===== config.mk =====
export PLATFORM = sky130hd
export DESIGN_NAME = status_led_ctrl
export DESIGN_NICKNAME = d
export VERILOG_FILES = /design/src/rtl/status_led_pkg.sv /design/src/rtl/status_led_channel.sv /design/src/rtl/status_led_ctrl.sv
export SDC_FILE = /design/constraint.sdc
export NUM_CORES = 1
export LEC_CHECK = 0
export CAP_MARGIN = 20
export CORE_AREA = 4 4 92 111
export DETAILED_ROUTE_END_ITERATION = 8
export DIE_AREA = 0 0 96 115
export GPL_ROUTABILITY_DRIVEN = 1
export PLACE_DENSITY = 0.55
export SLEW_MARGIN = 5
export SYNTH_ARGS = -nofsm -noshare
export SYNTH_HDL_FRONTEND = slang
export SYNTH_SLANG_ARGS = --single-unit
export TNS_END_PERCENT = 50

===== constraint.sdc =====
create_clock -name sysClock -period 2.04 [get_ports sysClock]
set_input_delay 0.204 -clock sysClock [delete_from_list [all_inputs] [get_ports sysClock]]
set_output_delay 0.204 -clock sysClock [all_outputs]
set_load 0.05 [all_outputs]

===== src/rtl/status_led_pkg.sv =====
// Shared types and constants for the multi-channel status LED driver.
package status_led_pkg;

    localparam int MODE_W  = 2;
    localparam int COUNT_W = 4;

    typedef enum logic [MODE_W-1:0] {
        MODE_OFF   = 2'b00,
        MODE_ON    = 2'b01,
        MODE_BLINK = 2'b10,
        MODE_COUNT = 2'b11
    } led_mode_e;

    // Per-channel phase FSM; BLINK reuses FLASH_ON/FLASH_OFF and never enters GAP
    localparam logic [1:0] ST_IDLE      = 2'd0;
    localparam logic [1:0] ST_FLASH_ON  = 2'd1;
    localparam logic [1:0] ST_FLASH_OFF = 2'd2;
    localparam logic [1:0] ST_GAP       = 2'd3;

    function automatic int max_int(input int a, input int b);
        return (a > b) ? a : b;
    endfunction

endpackage


===== src/rtl/status_led_channel.sv =====
// One status LED channel: mode register, ms timer, phase FSM and optional duty.
// Duty ports and register exist only when STATUS_LED_PWM_EN is defined.
module status_led_channel
    import status_led_pkg::*;
#(
    parameter int BLINK_HALF_MS = 250,
    parameter int GAP_MS        = 1000,
    parameter int PWM_BITS      = 4
) (
    input  logic                clk,
    input  logic                rst_n,
    input  logic                tick,
    input  logic                wr_en,
    input  logic [MODE_W-1:0]   wr_mode,
    input  logic [COUNT_W-1:0]  wr_count,
`ifdef STATUS_LED_PWM_EN
    input  logic [PWM_BITS-1:0] wr_duty,
    input  logic [PWM_BITS-1:0] pwm_cnt,
`endif
    output logic                lit,
    output logic                busy
);

    localparam int TW = $clog2(max_int(BLINK_HALF_MS, GAP_MS) + 1);

    led_mode_e          mode_q, mode_d;
    logic [COUNT_W-1:0] count_q, count_d;
    logic [COUNT_W-1:0] flash_q, flash_d;
    logic [1:0]         state_q, state_d;
    logic [TW-1:0]      timer_q, timer_d;
    logic               phase_end;
    logic               phase_on;

    // Timer compares against the current phase length, then clears (never wraps)
    always_comb begin
        if (state_q == ST_GAP) phase_end = (timer_q == TW'(GAP_MS - 1));
        else                   phase_end = (timer_q == TW'(BLINK_HALF_MS - 1));
    end

    // Next-state: a write always wins over a coincident tick and re-syncs the phase
    always_comb begin
        mode_d  = mode_q;
        count_d = count_q;
        flash_d = flash_q;
        state_d = state_q;
        timer_d = timer_q;
        if (wr_en) begin
            mode_d  = led_mode_e'(wr_mode);
            count_d = wr_count;
            flash_d = COUNT_W'(1);
            timer_d = '0;
            if (wr_mode == MODE_BLINK || (wr_mode == MODE_COUNT && wr_count != '0)) begin
                state_d = ST_FLASH_ON;
            end else begin
                state_d = ST_IDLE;
            end
        end else if (tick && state_q != ST_IDLE) begin
            if (phase_end) begin
                timer_d = '0;
                case (state_q)
                    ST_FLASH_ON:  state_d = ST_FLASH_OFF;
                    ST_FLASH_OFF: begin
                        if (mode_q != MODE_COUNT) begin
                            state_d = ST_FLASH_ON;
                        end else if (flash_q < count_q) begin
                            state_d = ST_FLASH_ON;
                            flash_d = flash_q + 1'b1;
                        end else begin
                            state_d = ST_GAP;
                        end
                    end
                    ST_GAP: begin
                        state_d = ST_FLASH_ON;
                        flash_d = COUNT_W'(1);
                    end
                    default: state_d = ST_IDLE;
                endcase
            end else begin
                timer_d = timer_q + 1'b1;
            end
        end
    end

    // Channel state registers
    always_ff @(posedge clk) begin
        if (!rst_n) begin
            mode_q  <= MODE_OFF;
            count_q <= '0;
            flash_q <= '0;
            state_q <= ST_IDLE;
            timer_q <= '0;
        end else begin
            mode_q  <= mode_d;
            count_q <= count_d;
            flash_q <= flash_d;
            state_q <= state_d;
            timer_q <= timer_d;
        end
    end

    assign phase_on = (mode_q == MODE_ON) || (state_q == ST_FLASH_ON);
    assign busy     = (state_q != ST_IDLE);

`ifdef STATUS_LED_PWM_EN
    logic [PWM_BITS-1:0] duty_q;

    // Duty latched on each accepted write; resets to full brightness
    always_ff @(posedge clk) begin
        if (!rst_n)     duty_q <= '1;
        else if (wr_en) duty_q <= wr_duty;
    end

    assign lit = phase_on && ((duty_q == '1) || (pwm_cnt < duty_q));
`else
    assign lit = phase_on;
`endif

endmodule


===== src/rtl/status_led_ctrl.sv =====
// Multi-channel status LED driver top: prescaler, config decode, output registers.
// Optional feature macro: STATUS_LED_PWM_EN (per-channel duty via shared PWM counter).
module status_led_ctrl
    import status_led_pkg::*;
#(
    parameter int NUM_LEDS      = 2,
    parameter int TICK_DIV      = 50000,
    parameter int BLINK_HALF_MS = 250,
    parameter int GAP_MS        = 1000,
    parameter int PWM_BITS      = 4,
    localparam int CH_W = (NUM_LEDS > 1) ? $clog2(NUM_LEDS) : 1
) (
    input  logic                sysClock,
    input  logic                nReset,
    input  logic                cfgValid,
    output logic                cfgReady,
    input  logic [CH_W-1:0]     cfgChannel,
    input  logic [MODE_W-1:0]   cfgMode,
    input  logic [COUNT_W-1:0]  cfgCount,
    input  logic [PWM_BITS-1:0] cfgDuty,
    output logic                cfgError,
    output logic [NUM_LEDS-1:0] busy,
    output logic [NUM_LEDS-1:0] leds
);

    localparam int PRE_W = (TICK_DIV > 1) ? $clog2(TICK_DIV) : 1;

    logic [PRE_W-1:0]    presc_q;
    logic                tick;
    logic                accept;
    logic                chan_ok;
    logic [NUM_LEDS-1:0] lit_vec;
    logic [NUM_LEDS-1:0] busy_vec;

    assign tick    = (presc_q == PRE_W'(TICK_DIV - 1));
    assign accept  = cfgValid && cfgReady;
    assign chan_ok = (int'(cfgChannel) < NUM_LEDS);

    // Free-running 1 ms prescaler shared by every channel
    always_ff @(posedge sysClock) begin
        if (!nReset)   presc_q <= '0;
        else if (tick) presc_q <= '0;
        else           presc_q <= presc_q + 1'b1;
    end

`ifdef STATUS_LED_PWM_EN
    logic [PWM_BITS-1:0] pwm_q;

    // Free-running PWM counter shared by every channel
    always_ff @(posedge sysClock) begin
        if (!nReset) pwm_q <= '0;
        else         pwm_q <= pwm_q + 1'b1;
    end
`else
    logic unused_duty;
    assign unused_duty = ^cfgDuty;
`endif

    for (genvar i = 0; i < NUM_LEDS; i++) begin : g_chan
        status_led_channel #(
            .BLINK_HALF_MS (BLINK_HALF_MS),
            .GAP_MS        (GAP_MS),
            .PWM_BITS      (PWM_BITS)
        ) u_chan (
            .clk      (sysClock),
            .rst_n    (nReset),
            .tick     (tick),
            .wr_en    (accept && (int'(cfgChannel) == i)),
            .wr_mode  (cfgMode),
            .wr_count (cfgCount),
`ifdef STATUS_LED_PWM_EN
            .wr_duty  (cfgDuty),
            .pwm_cnt  (pwm_q),
`endif
            .lit      (lit_vec[i]),
            .busy     (busy_vec[i])
        );
    end

    // Registered outputs; an out-of-range write only raises a one-cycle error
    always_ff @(posedge sysClock) begin
        if (!nReset) begin
            leds     <= '0;
            busy     <= '0;
            cfgError <= 1'b0;
            cfgReady <= 1'b0;
        end else begin
            leds     <= lit_vec;
            busy     <= busy_vec;
            cfgError <= accept && !chan_ok;
            cfgReady <= 1'b1;
        end
    end

endmodule

==> parameters.txt <==
Parameter                              Value

Outcome
  Outcome ... complete, no violations

Worst hold path
  Worst hold path class ... reg2reg
  Min-delay src ... presc_q[0]

Timing
  Min cycle time layout ... about 2000 ps
  Slew HR ... ~58%
  Maximum achievable frequency ... a little under 500 MHz
  Period utilisation layout ... roughly 100%
  Final hold vios ... 0
  Pin slew with the least headroom to its limit ... about 630 ps
  Endpoints failing setup ... 0
  Maximum clock skew at final layout ... about 6.8 ps
  Slew Viols, Final ... 0
  PnR worst setup slack ... between 0.5 and 0.6 ps
  Setup repair after global routing missed its margin ... true

Cells and area
  Net count reported at finish ... 460
  Layout cell share with drive strength beyond 1 ... around 22%
  P&R area growth vs syn ... 29.4%
  Fillcell total ... between 800 and 900
  Filler-free cell count of the finished design ... 560
  Antenna Diode Count ... 0

Yosys
  Unique masters post-synth ... a little over 40
  Largest cells by area after synthesis ... dfxtp_1, nand2_1, nor2_1
  Syn_nets ... between 300 and 400
  Number of standard cells after synthesis ... 374
  Yosys top cell by area ... dfxtp_1
  Sequential element share of the synthesized area ... between 40% and 50%
  Area fraction of the dominant cell type after synthesis ... 41.7%
  Mean cell area of the mapped netlist ... between 8 and 9 um2
  Synth Flop Type ... dfxtp_1
  Post-synthesis async set-or-reset flop share ... 0%
  Synthesis Warnings ... 0
  Number of synthesized flops with an enable pin ... 0
  FF+latch count, synth ... between 60 and 70
  Post-synthesis cell area ... around 3100 um2

Drt
  Remaining routing DRC violations ... 0
  Number of routed nets with antenna violations ... 0
  Overall routed net length ... 6850 um
  Routed wirelength normalized by instance count ... 12.2 um
  Iteration-0 DRC Markers ... 84
  DR vias/cell ... 4.87
  First-pass iteration count of the detailed router ... 4
  Via count ... approximately 2700

Setup path
  Critical path origin ... g_chan[1].u_chan.timer_q[2]
  Classification of the worst setup path ... reg2reg
  Launching element type of the critical path ... flip-flop
  Start of the worst register-to-register path ... g_chan[1].u_chan.timer_q[2]
  Crit path max fanout ... 4
  Critical Path Sink Type ... flip-flop
  Data required time at the worst endpoint ... about 2300 ps
  Register-to-register setup slack ... around 0.57 ps
  Data arrival time of the worst path ... ~2300 ps

Clock network
  Hold-fix buffers at CTS ... 0
  CTS tree ... yes
  Total CTS buffers ... 9
  # clock sinks ... between 60 and 70
  Latest clock arrival within the worst-skew pair ... 350 ps
  Clock root buffer master ... clkbuf_8
  Largest buffer count on any clock path ... 2
  H-Tree Level Count ... 3
  Clock edge transition at the registers on the reported setup and hold paths ... 70 ps

Floorplan
  Initial core utilization ... 34.3%
  Std-Cell Rows ... 38
  Horizontal die dimension ... ~96 um
  Std-Cell Core Area ... between 9000 and 10000 um2
  Die Y ... around 120 um
  Overall die area ... about 11000 um2
  Top Ports ... 20

Global routing
  All-Layer GR Usage ... roughly 14%
  Largest net degree at the start of global routing ... 20
  Global-route wire length before repair ... ~12000 um
  Number of global-route vias before repair ... roughly 2600
  Residual overflow from global routing ... 0
  Number of antenna violations at the first check in global routing ... 0

Power and ir drop
  PwrDens ... just over 600 nW/um2
  Worst vdd rail ir drop ... ~350 uV
  Leakage component of the power ... approximately 1.5 nW

Placement
  Minimum setup slack after placement ... -106 ps
  Final estimated routing congestion in global placement ... ~0.85
  Number of I/O port buffers ... 14
  Final HPWL DP ... a little under 5000 um
  Post-placement cell count ... roughly 540

Job
  MaxCap Viol Count ... 0
-- worst paths after layout --
check | to | depth (start not counted)
max | g_chan[1].u_chan.flash_q[2] | 6
min | presc_q[0] | 1
max reg2reg | g_chan[1].u_chan.flash_q[2] | 6
min reg2reg | presc_q[0] | 1
-- power by group --
group | switching, mW | internal [mW] | total [mW]
Combinational | 0.0943 | 0.0691 | 0.163
Sequential | 0.0138 | 1.29 | 1.30
Clock | 0.485 | 0.502 | 0.987
-- registers in the layout, summed over array words and instances (netlist names), 2 cells and up --
name	count
g_chan.u_chan.timer_q	20
presc_q	16
busy	2
g_chan.u_chan.mode_q	4
leds	2
g_chan.u_chan.count_q	8
g_chan.u_chan.flash_q	8
g_chan.u_chan.state_q	4
-- Yosys cell counts, types with 2 or more instances --
| cell type | number |
|---|---|
| xnor2_1 | 11 |
| dfxtp_1 | 65 |
| nand2_1 | 63 |
| or2_2 | 3 |
| nand4_1 | 15 |
| and3_1 | 12 |
| or3_1 | 3 |
| a2111oi_4 | 2 |
| o22ai_1 | 3 |
| buf_4 | 2 |
| xor2_1 | 19 |
| nor4_1 | 3 |
| or4_1 | 4 |
| inv_1 | 12 |
| a21oi_1 | 14 |
| a211oi_1 | 2 |
| o211a_1 | 2 |
| ha_1 | 11 |
| and2_1 | 6 |
| nand2b_1 | 3 |
| and4b_1 | 2 |
| nand3_1 | 12 |
| nor3_1 | 9 |
| nor2b_1 | 2 |
| a21boi_0 | 15 |
| nor2_1 | 45 |
| a2111o_1 | 2 |
| clkbuf_1 | 9 |
| o21ai_0 | 11 |
-- placed cells by master, fill, tap and decap left out, types with 3 or more instances in the layout --
cell type,n
a21boi_0,14
nand3_1,12
xnor2_1,11
a2111oi_4,3
clkdlybuf4s50_1,14
clkbuf_8,11
dfxtp_1,55
nand2_1,61
nand2b_1,3
or3_1,3
buf_6,3
nor3_1,8
nor2_1,44
or4_4,3
o22ai_1,3
nand4_1,15
and3_1,11
dfxtp_2,9
and2_1,6
a21oi_1,9
a21oi_2,5
ha_1,7
xor2_1,19
o21ai_0,10
clkinv_2,3
inv_1,11
buf_4,44
-- worst max-delay path: stages (launching register included) --
cell	delay (ps)
dfxtp_2	340
nand2_2	60
or4_4	530
a2111oi_4	340
nand2_2	140
or4_4	430
a21oi_2	120
-- layout make-up --
class                   count  area (um2)  share of cell area, %
inverters                  12        45.0                   1.12
flip-flops and latches     65        1320                   32.6
well taps                 120         150                   3.72
clock buffers              13         159                   3.94
multi-input cells         286        1850                   45.8
repair buffers             61         504                   12.5
clock inverters             3        15.0                  0.372
-- per-stage QoR --
step | util, % | hold WS, ps | total power, mW | area (um2) | TNS (ps)
2_1_floorplan | - | 232 | 1.43 | 3150 | -154
3_3_place_gp | 40.8 | 432 | 1.49 | 3700 | -105
3_5_place_dp | 40.8 | 438 | 1.49 | 3700 | -245
4_1_cts | 43.2 | 448 | 2.49 | 3920 | -59.2
5_1_grt | 44.4 | 471 | 2.57 | 4040 | -187
6_report | 44.4 | 442 | 2.45 | 4040 | 0
-- cell families after synthesis --
logic type	synth area share, %
buffers and inverters	3.01
and+or+nand+nor	28.4
adders and majority gates	4.41
other	0.120
xor gates and xnor gates	8.42
AOI/OAI and AO/OA	13.9
DFF	41.7
-- repair_timing --
action,4_1_cts,5_1_grt
endpoints found under the setup margin,4,20
buffers inserted,4,1
gates resized for setup,5,28
pin swaps,7,10
-- layer usage --
layer,global-route usage [%],vias up,share of wire [%]
met5,0,-,0
met4,5.60,0,1.7
met3,4.06,7,3.3
met2,20.9,39,46
met1,18.0,1258,49
li1,-,1425,-
Power figures use the tool's default switching activity.
